## src/rtl/nn_res_if.sv

```systemverilog
// Result handshake bundle between nn_argmax_capture and its consumer.
// Carries res_margin only when NN_MARGIN_EN is defined.
interface nn_res_if #(
  parameter int W = 12
);
  logic                res_valid;
  logic                res_ready;
  logic [3:0]          res_idx;
  logic signed [W-1:0] res_val;
`ifdef NN_MARGIN_EN
  logic [W:0]          res_margin;

  modport master (
    output res_valid,
    output res_idx,
    output res_val,
    output res_margin,
    input  res_ready
  );

  modport slave (
    input  res_valid,
    input  res_idx,
    input  res_val,
    input  res_margin,
    output res_ready
  );
`else
  modport master (
    output res_valid,
    output res_idx,
    output res_val,
    input  res_ready
  );

  modport slave (
    input  res_valid,
    input  res_idx,
    input  res_val,
    output res_ready
  );
`endif
endinterface

```

## src/rtl/nn_argmax_capture.sv

```systemverilog
// Settle, capture and serial argmax over the 10 NN outputs.
// Optional macro NN_MARGIN_EN adds best-minus-second margin output.
module nn_argmax_capture #(
  parameter int W      = 12,
  parameter int SETTLE = 2
) (
  input  logic                clk,
  input  logic                rst_n,
  input  logic                start,
  input  logic signed [W-1:0] in1,
  input  logic signed [W-1:0] in2,
  input  logic signed [W-1:0] in3,
  input  logic signed [W-1:0] in4,
  input  logic signed [W-1:0] in5,
  input  logic signed [W-1:0] in6,
  input  logic signed [W-1:0] in7,
  input  logic signed [W-1:0] in8,
  input  logic signed [W-1:0] in9,
  input  logic signed [W-1:0] in10,
  output logic                busy,
  nn_res_if.master            res
);

  localparam int CW = (SETTLE > 1) ? $clog2(SETTLE) : 1;
  localparam int LAST_I = (SETTLE > 0) ? SETTLE - 1 : 0;
  localparam logic [CW-1:0] LAST = CW'(LAST_I);

  typedef enum logic [2:0] {
    S_IDLE,
    S_SETTLE,
    S_CAPTURE,
    S_SCAN,
    S_DONE
  } state_t;

  state_t state;
  state_t nxt;

  logic [CW-1:0]       cnt;
  logic [3:0]          idx;
  logic signed [W-1:0] c [10];
  logic signed [W-1:0] ins [10];
  logic signed [W-1:0] cur;
  logic signed [W-1:0] best_val;
  logic [3:0]          best_idx;
  logic                win;

  always_comb begin
    ins[0] = in1;
    ins[1] = in2;
    ins[2] = in3;
    ins[3] = in4;
    ins[4] = in5;
    ins[5] = in6;
    ins[6] = in7;
    ins[7] = in8;
    ins[8] = in9;
    ins[9] = in10;
  end

  // scan index is 1-based class number; c[] is 0-based
  always_comb begin
    cur = c[0];
    for (int k = 0; k < 10; k++) begin
      if (idx == 4'(k + 1)) cur = c[k];
    end
  end

  assign win = (cur > best_val);

  always_ff @(posedge clk or negedge rst_n) begin
    if (!rst_n) state <= S_IDLE;
    else        state <= nxt;
  end

  always_comb begin
    nxt = state;
    unique case (state)
      S_IDLE: begin
        if (start) nxt = (SETTLE == 0) ? S_CAPTURE : S_SETTLE;
      end
      S_SETTLE: begin
        if (cnt == LAST) nxt = S_CAPTURE;
      end
      S_CAPTURE: nxt = S_SCAN;
      S_SCAN: begin
        if (idx == 4'd10) nxt = S_DONE;
      end
      S_DONE: begin
        if (res.res_ready) nxt = S_IDLE;
      end
      default: nxt = S_IDLE;
    endcase
  end

  always_ff @(posedge clk or negedge rst_n) begin
    if (!rst_n) begin
      cnt      <= '0;
      idx      <= '0;
      best_val <= '0;
      best_idx <= '0;
      for (int k = 0; k < 10; k++) c[k] <= '0;
    end else begin
      unique case (state)
        S_IDLE:   cnt <= '0;
        S_SETTLE: cnt <= cnt + 1'b1;
        S_CAPTURE: begin
          for (int k = 0; k < 10; k++) c[k] <= ins[k];
          best_val <= in1;
          best_idx <= 4'd1;
          idx      <= 4'd2;
        end
        S_SCAN: begin
          if (win) begin
            best_val <= cur;
            best_idx <= idx;
          end
          idx <= idx + 4'd1;
        end
        default: ;
      endcase
    end
  end

`ifdef NN_MARGIN_EN
  localparam logic signed [W-1:0] VMIN = {1'b1, {(W-1){1'b0}}};

  logic signed [W-1:0] second_val;

  // runner-up: displaced best, or any value beating the current runner-up
  always_ff @(posedge clk or negedge rst_n) begin
    if (!rst_n) begin
      second_val <= '0;
    end else if (state == S_CAPTURE) begin
      second_val <= VMIN;
    end else if (state == S_SCAN) begin
      if (win)                    second_val <= best_val;
      else if (cur > second_val)  second_val <= cur;
    end
  end

  assign res.res_margin = {best_val[W-1], best_val}
                        - {second_val[W-1], second_val};
`endif

  assign busy          = (state != S_IDLE);
  assign res.res_valid = (state == S_DONE);
  assign res.res_idx   = best_idx;
  assign res.res_val   = best_val;

endmodule

```

## src/flat_wrapper.sv

```systemverilog
// flat-port wrapper written by rule: the top's interface ports become plain ports
module nn_argmax_capture_flat 
#(
  parameter int W      = 12,
  parameter int SETTLE = 2
)
  (clk, rst_n, start, in1, in2, in3, in4, in5, in6, in7, in8, in9, in10, busy, res_res_valid, res_res_idx, res_res_val, res_res_ready);
  nn_res_if #(.W(W)) res_i ();
  input  logic clk;
  input  logic rst_n;
  input  logic start;
  input  logic signed [W-1:0] in1;
  input  logic signed [W-1:0] in2;
  input  logic signed [W-1:0] in3;
  input  logic signed [W-1:0] in4;
  input  logic signed [W-1:0] in5;
  input  logic signed [W-1:0] in6;
  input  logic signed [W-1:0] in7;
  input  logic signed [W-1:0] in8;
  input  logic signed [W-1:0] in9;
  input  logic signed [W-1:0] in10;
  output logic busy;
  output wire logic [$bits(res_i.res_valid)-1:0] res_res_valid;
  output wire logic [$bits(res_i.res_idx)-1:0] res_res_idx;
  output wire logic [$bits(res_i.res_val)-1:0] res_res_val;
  input wire logic [$bits(res_i.res_ready)-1:0] res_res_ready;
  assign res_res_valid = res_i.res_valid;
  assign res_res_idx = res_i.res_idx;
  assign res_res_val = res_i.res_val;
  assign res_i.res_ready = res_res_ready;
  nn_argmax_capture #(.W(W), .SETTLE(SETTLE)) u_core (.clk(clk), .rst_n(rst_n), .start(start), .in1(in1), .in2(in2), .in3(in3), .in4(in4), .in5(in5), .in6(in6), .in7(in7), .in8(in8), .in9(in9), .in10(in10), .busy(busy), .res(res_i));
endmodule
```

## config.mk

```make
export PLATFORM = sky130hd
export DESIGN_NAME = nn_argmax_capture_flat
export DESIGN_NICKNAME = d
export VERILOG_FILES = /design/src/rtl/nn_res_if.sv /design/src/rtl/nn_argmax_capture.sv /design/src/flat_wrapper.sv
export SDC_FILE = /design/constraint.sdc
export NUM_CORES = 1
export LEC_CHECK = 0
export ABC_AREA = 1
export BUFFER_PORTS_ARGS = -buffer_cell sky130_fd_sc_hd__buf_4
export CELL_PAD_IN_SITES_DETAIL_PLACEMENT = 0
export CELL_PAD_IN_SITES_GLOBAL_PLACEMENT = 1
export CORE_UTILIZATION = 39
export CTS_BUF_LIST = sky130_fd_sc_hd__clkbuf_8
export CTS_CLUSTER_SIZE = 40
export DETAILED_ROUTE_END_ITERATION = 8
export PLACE_DENSITY_LB_ADDON = 0.1
export SETUP_SLACK_MARGIN = 0.15
export SYNTH_ARGS = -nofsm -noshare
export SYNTH_HDL_FRONTEND = slang
export SYNTH_SLANG_ARGS = --single-unit
export TNS_END_PERCENT = 10
```

## constraint.sdc

```tcl
create_clock -name clk -period 3 [get_ports clk]
set_clock_uncertainty 0.15 [all_clocks]
set_input_delay 0 -clock clk [delete_from_list [all_inputs] [get_ports clk]]
set_output_delay 0 -clock clk [all_outputs]
set_load 0.005 [all_outputs]
```

==> flow_summary.yaml <==
critical_path:
  cp.arrival_ps: 3740
  cp-start-kind: "flop"
  worst_setup_path_end_kind: "flop"
  crit_slowest_cell: "dfrtp_2"
  cpPeakStageDelay_ps: 400
  cp.required_ps: 3230
  path_max_fanout: 7
  worstSetupPathType: "reg -> reg"
  crit_top_cell: "nand2_1"
sta:
  finalCritPeriodShare_pct: 117
  max_freq_mhz: 285
  tightest_slew_ps: 786
  finalMaxSlewViolations: 0
  setup_viol: 16
  slew_headroom_pct: 47.6
  rsz0062_at_grt: "true"
  finalHoldViolations: 0
  fin_ws_ps: -512
  post-route-min-period_ps: 3510
  fin_hold_ws_ps: 17.4
cells_and_area:
  fin_nets: 1346
  diodes: 0
  fillers: 1603
  area_growth_pct: 59.9
  drive_gt1_share_pct: 42.1
yosys:
  synth.top_cell.area_share_pct: 48.4
  ys_async_sr_fraction_pct: 100
  synth_xor_area_share_pct: 0
  yosysMostFrequentCell: "nand2_1"
  synth_cells: 851
  synth_top_family_by_area: "simple AND/OR/NAND/NOR gates"
  synth_compound_area_share_pct: 2.70
  yosys_warnings: 0
  syn_nets: 991
  ys_types: 30
  ys_top_cells_by_area: "dfrtp_1 (48%), mux2_2 (16%), nand2_1 (12%), nor2_1 (5.0%), inv_1 (4.2%)"
  yosys_most_used_dff: "dfrtp_1"
  synth-simple-area-share_pct: 23.3
  synth_top_area_cell: "dfrtp_1"
  synth-adder-area-share_pct: 2.69
  synth.cell_area_um2: 7450
  synthMuxAreaShare_pct: 16.2
  synth.top_cells.by_count: "nand2_1 (239), dfrtp_1 (144), mux2_2 (107), nor2_1 (99), inv_1 (84)"
  synth_edf_count: 0
  syn_avg_cell_area_um2: 8.76
  yosysSeqAreaShare_pct: 48.4
  ys_ff_latch: 144
clock_network:
  cts_tree: "yes"
  numCtsBuffers: 17
  clk_pin_slew_ps: 80
  cts_buffer_depth: 2
  htree_num_levels: 4
  clock_latency_ps: 460
  cts_root_buffer: "clkbuf_8"
  clock-sinks: 144
place:
  portBuffers: 141
  gp_congestion: 0.845
  dp_hpwl_um: 15300
routing:
  via_per_inst: 4.74
  antenna_left: 0
  wirelength_um: 22800
  drt-initial-drc-count: 411
  post-route-drc-count: 0
  first_pass_iters: 5
  post_drt_wl_per_cell_um: 15.7
  num_vias: 6877
power_and_ir_drop:
  seqPwrFrac_pct: 25.3
  p_per_area_nw_per_um2: 1170
  irDropWorstVdd_v: 0.000542
  pwr-share-clk_pct: 12.1
  power.total_w: 0.0139
  p_int_w: 0.00822
  p_leak_nw: 5.82
  power.switching_w: 0.00570
  combinationalPowerShare_pct: 62.6
  netSwitchingFraction_pct: 40.9
global_route:
  antenna_found_initial: 0
  grt_max_degree: 82
  gr-usage-all-layers_pct: 24.2
  grt_overflow_total: 0
  grt_pass1_wl_um: 36200
  first_global_vias: 7015
run_status:
  violations: "negative setup slack"
  status: "finished, violations left"
die:
  die_y_um: 140
  core_area_um2: 18700
  dieArea_um2: 19700
  fp-row-count: 50
  start_util_pct: 39.8
  pin_count: 142
  fp.dieW_um: 140
flow_run:
  cap_violations: 0
hold_path:
  min_path_type: "in -> async"
-- what timing repair did --
| action | CTS | global route |
|---|---|---|
| pin swaps | 32 | 40 |
| setup buffers | 25 | 13 |
| endpoints found under the hold margin | 250 | 0 |
| resized for setup | 73 | 70 |
| hold buffers | 124 | 0 |
| endpoints found under the setup margin | 16 | 17 |
| gates cloned | 5 | 0 |
-- kinds of logic after synthesis --
logic type	count (synthesis)
AND/OR/NAND/NOR	423
multiplexers	107
AO/OA/AOI/OAI	37
adder cells (fa/ha/maj)	16
buffers and inverters	124
flip-flops	144
-- power by group through the flow --
stage	Clock, W	Sequential, W	Combinational, W
after floorplan	0	0.00335	0.00420
after global placement	0	0.00353	0.00636
after detailed placement	0	0.00354	0.00643
after CTS	0.00172	0.00351	0.00776
after global routing	0.00180	0.00363	0.00959
final	0.00168	0.00352	0.00872
-- path summary, 6_finish.rpt --
check / startpoint / to / slack [ps] / cells after the start
worst max-delay path: u_core.idx[1] / u_core.res.res_idx[0] / -510 / 28
min in group clk: in8[4] / u_core.c[28] / 160 / 3
worst max register to register: u_core.idx[1] / u_core.res.res_idx[0] / -510 / 28
max in group asynchronous: rst_n / u_core.cnt / 1940 / 3
worst min register to register: u_core.c[41] / u_core.c[41] / 360 / 1
worst min-delay path: rst_n / u_core.c[103] / 20 / 2
-- routing by layer --
layer / part of all wire [%] / vias to the layer above / global-route usage, %
met3: 3.5 / 23 / 3.93
met2: 49 / 160 / 40.0
met4: 1.6 / 0 / 7.58
met1: 46 / 3290 / 32.6
met5: 0 / - / 0
li1: - / 3404 / -
-- worst max-delay path: cells and delay by family (launching register included) --
| family | cells | cell delay (ps) |
|---|---|---|
| flops | 1 | 400 |
| fa+ha+maj | 2 | 420 |
| buf+inv | 8 | 920 |
| simple gates | 15 | 1160 |
| compound gates | 3 | 410 |
-- flip-flops by register name, indices dropped and copies added, names as in the netlist --
name	cells
u_core.c	120
u_core.cnt	1
u_core.idx	4
u_core.res.res_idx	4
u_core.res.res_val	12
u_core.state	3
-- cell usage in the layout (no fill, tap or decap), types with 11 or more instances in the layout --
master         count
ha_4              12
dfrtp_1          141
buf_12            13
a21oi_1           18
nand2_1          198
nand3_1           39
clkbuf_8          17
nor2_1            87
buf_6             12
inv_2             11
dlygate4sd3_1    124
or2_2             11
mux2_2           107
buf_4            219
nand2_2           35
inv_1             69
nand3_2           15
-- cell type report --
class / instances / area, µm² / share of cell area (%)
Multi-Input combinational cell: 583 / 3830 / 32.2
Sequential cell: 144 / 3610 / 30.3
Timing Repair Buffer: 372 / 3380 / 28.4
Inverter: 86 / 352 / 2.95
Tap cell: 234 / 293 / 2.46
Clock buffer: 17 / 234 / 1.96
Clock inverter: 14 / 191 / 1.61
Timing Repair inverter: 2 / 17.5 / 0.147
-- per-stage QoR --
stage          setup slack (ps)  utilization (%)  TNS, ps  instances  instance area, µm²
6_report                   -512             63.7    -7740       1452               11900
5_1_grt                    -771             63.7   -11720       1452               11900
2_1_floorplan             -49.8                -     -561        851                7560
3_3_place_gp               -649             49.7   -10010       1254                9300
4_1_cts                    -499             61.7    -7590       1439               11500
3_5_place_dp               -693             49.7   -10560       1254                9300
No activity file was read; power rests on OpenSTA's default activity.
